## config.mk

```make
export PLATFORM = sky130hd
export DESIGN_NAME = rca_pipelined
export DESIGN_NICKNAME = d
export VERILOG_FILES = /design/src/rtl/rca_pipelined.sv
export SDC_FILE = /design/constraint.sdc
export NUM_CORES = 1
export LEC_CHECK = 0
export BUFFER_PORTS_ARGS = -buffer_cell sky130_fd_sc_hd__buf_2
export CAP_MARGIN = 10
export CELL_PAD_IN_SITES_DETAIL_PLACEMENT = 1
export CELL_PAD_IN_SITES_GLOBAL_PLACEMENT = 1
export CORE_AREA = 2 2 159 161
export CTS_BUF_LIST = sky130_fd_sc_hd__clkbuf_4
export DETAILED_ROUTE_END_ITERATION = 10
export DIE_AREA = 0 0 161 163
export GPL_TIMING_DRIVEN = 0
export PLACE_DENSITY = 0.72
export RECOVER_POWER = 25
export SLEW_MARGIN = 20
export SYNTH_ARGS = -nofsm -noshare
export SYNTH_HDL_FRONTEND = slang
export SYNTH_SLANG_ARGS = --single-unit
export TNS_END_PERCENT = 50
```

## constraint.sdc

```tcl
create_clock -name clk -period 12.6 [get_ports clk]
set_input_delay 0.63 -clock clk [delete_from_list [all_inputs] [get_ports clk]]
set_output_delay 0.63 -clock clk [all_outputs]
set_load 0.05 [all_outputs]
```

## src/rtl/rca_pipelined.sv

```systemverilog
// rca_pipelined: pipelined ripple-carry adder/subtractor with valid/ready
// handshakes on both sides.
//
// The operand is cut into CHUNK-bit slices; pipeline stage k ripples slice k
// and registers the slice carry for stage k+1. Untouched operand slices
// (B already inverted for subtraction) and the finished lower sum slices
// travel with the beat. The last stage register is the output register, so
// a beat accepted in cycle t is presented in cycle t+STAGES. Every stage
// advances together whenever the output slot is empty or being drained.
//
// WIDTH must be a multiple of CHUNK, and CHUNK must be at least 1.
//
// Optional build macro RCA_PIPELINED_FLAGS_EN adds registered zero/neg
// result flags aligned with sum.
module rca_pipelined #(
  parameter int WIDTH  = 32,
  parameter int CHUNK  = 8,
  parameter int STAGES = WIDTH / CHUNK
) (
  input  logic             clk,
  input  logic             rst,
  input  logic             in_valid,
  output logic             in_ready,
  input  logic [WIDTH-1:0] a,
  input  logic [WIDTH-1:0] b,
  input  logic             cin,
  input  logic             sub,
  output logic             out_valid,
  input  logic             out_ready,
  output logic [WIDTH-1:0] sum,
  output logic             cout,
`ifdef RCA_PIPELINED_FLAGS_EN
  output logic             zero,
  output logic             neg,
`endif
  output logic             ovf
);

  // Ripple one slice. Result layout: [CHUNK+1] carry into the slice's top
  // bit, [CHUNK] carry out of the slice, [CHUNK-1:0] slice sum.
  function automatic logic [CHUNK+1:0] ripple(input logic [CHUNK-1:0] x,
                                               input logic [CHUNK-1:0] y,
                                               input logic             ci);
    logic             c;
    logic             c_top;
    logic [CHUNK-1:0] s;
    c     = ci;
    c_top = ci;
    s     = '0;
    for (int i = 0; i < CHUNK; i++) begin
      c_top = c;
      s[i]  = x[i] ^ y[i] ^ c;
      c     = (x[i] & y[i]) | (x[i] & c) | (y[i] & c);
    end
    return {c_top, c, s};
  endfunction

  // Stage registers: operands in flight, partial sum, slice carry, valid.
  logic [WIDTH-1:0] a_p [STAGES];
  logic [WIDTH-1:0] b_p [STAGES];
  logic [WIDTH-1:0] s_p [STAGES];
  logic             c_p [STAGES];
  logic             vld_p [STAGES];
  logic             ovf_p;
`ifdef RCA_PIPELINED_FLAGS_EN
  logic             zero_p;
  logic             neg_p;
`endif

  // Stage inputs (previous register or the incoming beat) and next values.
  logic [WIDTH-1:0] src_a [STAGES];
  logic [WIDTH-1:0] src_b [STAGES];
  logic [WIDTH-1:0] src_s [STAGES];
  logic             src_c [STAGES];
  logic [WIDTH-1:0] nxt_s [STAGES];
  logic             nxt_c [STAGES];
  logic [CHUNK+1:0] rip   [STAGES];
  logic             nxt_msb_cin;
  logic             adv;

  assign adv       = !vld_p[STAGES-1] || out_ready;
  assign in_ready  = adv;
  assign out_valid = vld_p[STAGES-1];
  assign sum       = s_p[STAGES-1];
  assign cout      = c_p[STAGES-1];
  assign ovf       = ovf_p;
`ifdef RCA_PIPELINED_FLAGS_EN
  assign zero      = zero_p;
  assign neg       = neg_p;
`endif

  // Per-stage slice ripple; stage 0 sees the conditioned input operands.
  always_comb begin
    src_a[0] = a;
    src_b[0] = sub ? ~b : b;
    src_s[0] = '0;
    src_c[0] = sub | cin;
    for (int k = 1; k < STAGES; k++) begin
      src_a[k] = a_p[k-1];
      src_b[k] = b_p[k-1];
      src_s[k] = s_p[k-1];
      src_c[k] = c_p[k-1];
    end
    for (int k = 0; k < STAGES; k++) begin
      rip[k]                     = ripple(src_a[k][k*CHUNK +: CHUNK],
                                          src_b[k][k*CHUNK +: CHUNK], src_c[k]);
      nxt_s[k]                   = src_s[k];
      nxt_s[k][k*CHUNK +: CHUNK] = rip[k][CHUNK-1:0];
      nxt_c[k]                   = rip[k][CHUNK];
    end
    nxt_msb_cin = rip[STAGES-1][CHUNK+1];
  end

  // Pipeline advance: all stages shift together, or all hold when stalled.
  always_ff @(posedge clk or posedge rst) begin
    if (rst) begin
      for (int k = 0; k < STAGES; k++) begin
        a_p[k]   <= '0;
        b_p[k]   <= '0;
        s_p[k]   <= '0;
        c_p[k]   <= 1'b0;
        vld_p[k] <= 1'b0;
      end
      ovf_p <= 1'b0;
`ifdef RCA_PIPELINED_FLAGS_EN
      zero_p <= 1'b0;
      neg_p  <= 1'b0;
`endif
    end else if (adv) begin
      vld_p[0] <= in_valid;
      for (int k = 1; k < STAGES; k++) begin
        vld_p[k] <= vld_p[k-1];
      end
      for (int k = 0; k < STAGES; k++) begin
        a_p[k] <= src_a[k];
        b_p[k] <= src_b[k];
        s_p[k] <= nxt_s[k];
        c_p[k] <= nxt_c[k];
      end
      ovf_p <= nxt_msb_cin ^ nxt_c[STAGES-1];
`ifdef RCA_PIPELINED_FLAGS_EN
      zero_p <= (nxt_s[STAGES-1] == '0);
      neg_p  <= nxt_s[STAGES-1][WIDTH-1];
`endif
    end
  end

endmodule

```

# After elaboration in Yosys (flattened, before gate mapping)
# Cells that the tools add are included.
word_totals:
  reg_bits: 281
  output_inout_bits: 36
  wordCells: 249
op_classes:
  bitwise: 227
  n_reduce_logical: 2
  mux: 1
ops:
  columns: ["cell", "n"]
  rows:
  - ["bitwise AND 1 bit", 96]
  - ["OR 1 bit", 65]
  - ["XOR 1 bit", 65]
  - ["two-way mux 32 bit", 1]
  - ["inverter 32 bit", 1]
  - ["logical NOT 1 bit", 1]
  - ["logical OR 1 bit", 1]

# Depth between registers and ports, before layout
# Gate-level depths: netlist (run 1).
logic_depth:
  word_depth: 26
  mapped_depth: 14
  depth_no_buf: 13

# Worst setup path before layout (run 1)
# OpenSTA, ideal clock, no wires.
synth_path:
  path_kind: "input to register"
  start: "input sub"
  end: "register s_p (netlist bit nxt_s[71])"
  slack_ns: 8.064
  path_stages: 14
  arrival_ns: 4.410
  setup_time_ns: 0.125
  cell_sequence: "buf_2 > buf_2 > xor2_1 > fa_1 > inv_1 > fa_1 > fa_1 > fa_1 > fa_1 > fa_1 > fa_1 > inv_1 > fa_1 > mux2_4"
synth_lines:
  columns: ["element", "line", "text"]
  rows:
  - ["start: declaration", "27", "input logic sub,"]
  - ["end signal: indexed assignment", "137", "s_p[k] <= nxt_s[k];"]
  - ["end: declaration", "61", "logic [WIDTH-1:0] s_p [STAGES];"]

==> metrics.yaml, run 1 <==
placement:
  port_buffers: 104
  hpwl_mm: 13.1
  gp_congestion: 0.749
synthesis:
  synth_top_family_by_area: "multiplexers"
  synth_simple_gate_area_frac: 0.0137
  syn_area_um2: 8490
  synthMuxAreaShare: 0.279
  syn_inst: 507
  synth.ff_latch_count: 185
  synth_top_area_share: 0.545
  synth_fp_nets: 609
  synth-xor-area-share: 0.0340
  yosysSeqAreaShare: 0.545
  synthAdderAreaFrac: 0.0754
  synthTopCellsByArea: "dfrtp_1, mux2_4, fa_1, mux2_1, xor2_1"
  synth_common_cells: "dfrtp_1, mux2_4, mux2_1"
  synth.avg_cell_area_um2: 16.7
  synth_warnings: 0
  synth_edf_count: 0
  synth.distinct_cells: 16
  synth-compound-area-share: 0.0116
  synthFlopType: "dfrtp_1"
  synthArstFlopShare: 1.00
  yosysTopAreaCell: "dfrtp_1"
  yosysMostFrequentCell: "dfrtp_1"
timing:
  setup_tns_ns: 0
  worst_pin_slew_ns: 3.97
  slew_headroom: -1.66
  fin_crit_ns: 4.26
  rsz0062_at_grt: "false"
  hold_viol: 0
  finalCritPeriodShare: 0.338
  final_max_slew_viol_count: 89
  fin_skew_ns: 0.0244
  max_freq_mhz: 235
  setup_viol: 0
clocking:
  ctsResizeCount: 0
  clk_latency_ns: 0.56
  clkTransAtPathRegs_ns: 0.16
  ctsHoldBuffers: 0
  cts_root_buf: "clkbuf_4"
  cts_buffer_depth: 2
  cts_tree: "built"
  cts-htree-levels: 4
  cts_setup_buffers: 0
  cts_made_buffers: 17
  clock_sinks: 185
route:
  drc: 0
  vias_per_cell: 4.45
  wire_per_inst_um: 18.3
  totalWireLength_mm: 17.8
  drtIter0Drc: 158
  vias: 4330
  ant_nets: 0
  drt_first_pass_iters: 4
pwr:
  power.share.clock: 0.120
  internal_power_uw: 1560
  switching_power_uw: 945
  p_leak_uw: 0.00463
  power_frac_comb: 0.467
  p_per_area_nw_per_um2: 258
  swShare: 0.378
  irDropWorstVdd_mv: 0.127
  pwr-share-seq: 0.413
  fin_total_pwr_uw: 2500
min_path:
  min_to: "vld_p[3]"
  hold_start: "in_valid"
  hp-class: "in2reg"
  holdPathStages: 2
worst_setup_path:
  cp.arrival_ns: 4.73
  worst-path-buf-inv: 4
  r2r-start: "b_p[56]"
  crit_path_frequent_cell: "fa_1"
  reg2reg_depth: 13
  crit_required_ns: 13.06
  cpMaxStageDelayCell: "fa_1"
  endpoint_kind: "flop"
  r2r-end: "ovf"
  critPathMaxStageDelay_ns: 0.41
  worst-setup-path-type: "in2reg"
  path_cells: "buf_2, buf_2, xor2_1, fa_1, inv_1, fa_1, fa_1, fa_1, fa_1, fa_1, fa_1, inv_1, fa_1, mux2_4"
  worst_setup_path_start_kind: "input pin"
  r2r_slack_ns: 8.73
  crit_start: "sub"
  cp_max_fo: 10
  cpLargestDelayFamily: "adder cells"
outcome:
  outcome: "finished with violations"
  violations: "capacitance limit, slew limit"
floorplan:
  die_area_um2: 26200
  die_y_um: 163
  die-width_um: 161
  fp-row-count: 58
  start_util: 0.344
  core_region_area_um2: 24700
  ios: 106
flow_run:
  drv_cap: 1
final_layout:
  layout-drive-gt1-share: 0.446
  syn_to_final_growth_pct: 14.2
  layout.nets: 733
  n_fill_cell: 2529
global_route:
  grt_util_all_layers: 0.144
  grt_max_degree: 98
  grt_pass1_vias: 4993
  grt_pass1_wl_mm: 28.5
  grt_overflow: 0
  antenna_found_initial: 1
stage by stage:
stage	worst slack [ns]	instances	hold slack (ns)	utilization	instance area (um2)
after floorplan	6.94	507	0.435	-	8490
after global placement	5.00	941	0.467	0.382	9420
after detailed placement	7.74	942	0.465	0.383	9460
after CTS	8.39	973	0.117	0.393	9700
after global routing	8.27	974	0.218	0.393	9700
final	8.34	974	0.281	0.393	9700
worst max path at each step:
stage                            to  slack, ns  cells after the start
after global placement       sum[4]       5.00                      2
after global routing      nxt_s[71]       8.27                     14
after detailed placement  nxt_s[71]       7.74                     14
final                     nxt_s[71]       8.34                     14
after CTS                 nxt_s[71]       8.39                     14
after floorplan            a_p[104]       6.94                      1
cells in the final DEF, fill, tap and decap left out:
cell type   instances
a21oi_1             4
a21oi_2             9
buf_16              1
buf_2             113
buf_6              16
bufinv_16           1
clkbuf_1            2
clkbuf_4           18
clkinv_1            4
clkinv_2            1
clkinv_4            2
clkinvlp_2          1
clkinvlp_4          4
dfrtp_1           185
diode_2             1
fa_1               32
inv_1              29
inv_6               1
mux2_1             47
mux2_4            120
mux2i_1             4
nand2b_1            2
nor3b_1            13
or2_1               1
xnor2_1             9
xor2_1             24
area by class of cell:
| class | count | area [um2] | area share |
|---|---|---|---|
| Tap cell | 330 | 413 | 0.0426 |
| Clock inverter | 13 | 106 | 0.0110 |
| Clock buffer | 18 | 135 | 0.0139 |
| Antenna cell | 1 | 2.50 | 0.000258 |
| Buffer | 27 | 233 | 0.0240 |
| Multi-Input combinational cell | 265 | 3520 | 0.363 |
| Timing Repair Buffer | 105 | 548 | 0.0565 |
| Inverter | 30 | 114 | 0.0117 |
| Sequential cell | 185 | 4630 | 0.477 |
cells by family (layout without fill, tap and decap cells):
group	Yosys count	in the layout
flops	185	185
simple gates	16	16
compound gates	13	13
xor+xnor	33	33
fa+ha+maj	32	32
other cells	0	1
mux	171	171
buf+inv	57	193
flip-flops by register name (all words and copies together) (netlist names):
signal / count
out_valid: 1
vld_p: 3
cout: 1
a_p: 48
ovf: 1
c_p: 3
nxt_s: 48
sum: 32
b_p: 48
power groups by stage:
stage               Sequential (uW)  Clock (uW)  Combinational [uW]
detailed placement             1050           0                1180
finish                         1030         299                1170
floorplan                      1190           0                 733
global placement               1030           0                1150
CTS                            1040         314                1200
global route                   1070         336                1270
per-layer routing:
| layer | vias up | GRT usage | share of wire |
|---|---|---|---|
| met5 | - | 0 | 0 |
| met4 | 0 | 0.0353 | 0.010 |
| met3 | 15 | 0.0308 | 0.029 |
| met2 | 65 | 0.250 | 0.52 |
| met1 | 2305 | 0.183 | 0.44 |
| li1 | 1945 | - | - |
(Power assumes the default switching activity.)
==> run 2: changes to the inputs <==
--- a/config.mk
+++ b/config.mk
@@ -14,7 +14,7 @@
 export DETAILED_ROUTE_END_ITERATION = 10
 export DIE_AREA = 0 0 161 163
 export GPL_TIMING_DRIVEN = 0
-export PLACE_DENSITY = 0.72
+export PLACE_DENSITY = 0.74
 export RECOVER_POWER = 25
 export SLEW_MARGIN = 20
 export SYNTH_ARGS = -nofsm -noshare
==> constraint.sdc (replaced) <==
create_clock -name clk -period 3.72 [get_ports clk]
set_input_delay 0.186 -clock clk [delete_from_list [all_inputs] [get_ports clk]]
set_output_delay 0.186 -clock clk [all_outputs]
set_load 0.05 [all_outputs]
==> run 2 against run 1 <==
  * The run still ends with capacitance limit, slew limit left
  * Cell area up 7.3%
  * Setup slack worse by 8.3 ns
  * Final cell count up 6.6%
  * Critical path type unchanged
  * Largest power group unchanged
==> metrics.yaml, run 2 (synthesis results as in run 1) <==
outcome:
  outcome: "finished with violations"
  violations: "capacitance limit, slew limit"
worst_setup_path:
  worst-setup-path-type: "in2reg"
  r2r_slack_ns: 0.13
  crit_path_frequent_cell: "fa_1"
  cp.arrival_ns: 4.12
  cp_max_fo: 1
  reg2reg_depth: 13
  r2r-end: "ovf"
  worst-path-buf-inv: 4
  worst_setup_path_start_kind: "input pin"
  path_cells: "dlygate4sd3_1, buf_2, fa_1, inv_1, fa_1, fa_1, fa_1, fa_1, fa_1, fa_1, inv_1, fa_1, mux2_4"
  cpMaxStageDelayCell: "dlygate4sd3_1"
  endpoint_kind: "flop"
  endpoint: "nxt_s[71]"
  crit_start: "a[0]"
  cp.depth: 13
  critPathMaxStageDelay_ns: 0.52
  r2r-start: "a_p[56]"
  cpLargestDelayFamily: "adder cells"
  crit_required_ns: 4.18
final_layout:
  final_cell_area_um2: 10400
  syn_to_final_growth_pct: 22.6
  layout_commonest_cell: "dfrtp_1"
  n_fill_cell: 2543
  layout_common_cells: "dfrtp_1, mux2_4, buf_2"
  multi_input_area_um2: 3570
  layout.nets: 796
  seqCellArea_um2: 4630
  layout-drive-gt1-share: 0.450
route:
  ant_nets: 0
  drc: 0
  totalWireLength_mm: 18.8
  wire_per_inst_um: 18.1
  drt_first_pass_iters: 4
  vias_per_cell: 4.44
  drtIter0Drc: 133
  vias: 4605
floorplan:
  die_y_um: 163
  fp-row-count: 58
  start_util: 0.344
  die-width_um: 161
  ios: 106
  core_region_area_um2: 24700
  die_area_um2: 26200
placement:
  port_buffers: 104
  place_area_um2: 9560
  hpwl_mm: 13.6
  gp_congestion: 0.760
pwr:
  p_leak_uw: 0.00489
  irDropWorstVdd_mv: 0.479
  fin_total_pwr_uw: 8820
  p_per_area_nw_per_um2: 848
timing:
  fin_crit_ns: 3.66
  slew_headroom: -0.289
  setup_viol: 0
  finalCritPeriodShare: 0.983
  fin_skew_ns: 0.0257
  hold_viol: 0
  rsz0062_at_grt: "true"
  max_freq_mhz: 274
  worst_pin_slew_ns: 1.93
  final_max_slew_viol_count: 63
global_route:
  antenna_found_initial: 1
  grt_max_degree: 35
  grt_pass1_vias: 5368
  grt_util_all_layers: 0.150
  grt_overflow: 0
  grt_pass1_wl_mm: 29.9
clocking:
  cts_root_buf: "clkbuf_4"
  clk_latency_ns: 0.58
  clkTransAtPathRegs_ns: 0.15
  clock_sinks: 185
  cts_tree: "built"
  cts_buffer_depth: 2
  cts_made_buffers: 17
  cts-htree-levels: 4
min_path:
  hp-class: "in2reg"
flow_run:
  drv_cap: 2
## run 2: cell type report
class	count	share of cell area
Buffer	27	0.0232
Clock inverter	15	0.0154
Sequential cell	185	0.445
Tap cell	330	0.0397
Multi-Input combinational cell	265	0.343
Clock buffer	17	0.0123
Timing Repair Buffer	168	0.110
Antenna cell	1	0.000240
Inverter	30	0.0109
## run 2: how the worst min path moves through the flow
stage               startpoint       end  slack [ns]  cells past startpoint
floorplan                 a[8]  a_p[104]        0.33                      1
global placement         a[27]  a_p[123]        0.42                      2
detailed placement         rst  a_p[125]        0.26                      2
CTS                      b[22]  b_p[118]       0.004                      3
global route             b[27]  b_p[123]        0.02                      3
finish                   b[22]  b_p[118]        0.06                      3
## run 2: metal layers
| metal | vias up | share of wire | track usage |
|---|---|---|---|
| met3 | 21 | 0.027 | 0.0300 |
| met1 | 2428 | 0.44 | 0.188 |
| met2 | 84 | 0.52 | 0.262 |
| met4 | 0 | 0.018 | 0.0479 |
| met5 | - | 0 | 0 |
| li1 | 2072 | - | - |
## run 2: timing repair
item                                   4_1_cts  5_1_grt
setup endpoints to repair                    6        5
pin swaps                                    1        1
hold buffers                                54        1
endpoints found under the hold margin      122        1
resized for setup                           13       12
buffers inserted                             2        1
## run 2: worst register-to-register path, cell delays in order (launching register included)
cell	delay, ns
dfrtp_1	0.41
inv_1	0.08
fa_1	0.18
inv_1	0.05
fa_2	0.34
fa_2	0.35
fa_2	0.36
fa_2	0.36
fa_2	0.36
fa_2	0.38
inv_2	0.07
fa_2	0.22
xnor2_1	0.07
mux2_4	0.26
## run 2: power by group
part,switching (uW),internal [uW],leakage (uW)
sequential,604,2920,0.00214
combinational,2010,2170,0.00261
clock,758,357,0.000142
total,3380,5450,0.00489
## run 2: through the flow
step | util | setup TNS [ns] | instances | worst slack (ns) | hold slack [ns]
after global routing | 0.422 | -0.0129 | 1038 | -0.00725 | 0.0167
after detailed placement | 0.388 | -1.72 | 947 | -0.700 | 0.263
after CTS | 0.423 | 0 | 1035 | 0.00540 | 0.00445
final | 0.422 | 0 | 1038 | 0.0644 | 0.0607
after global placement | 0.382 | -1.16 | 941 | -0.587 | 0.419
after floorplan | - | -0.372 | 507 | -0.372 | 0.334
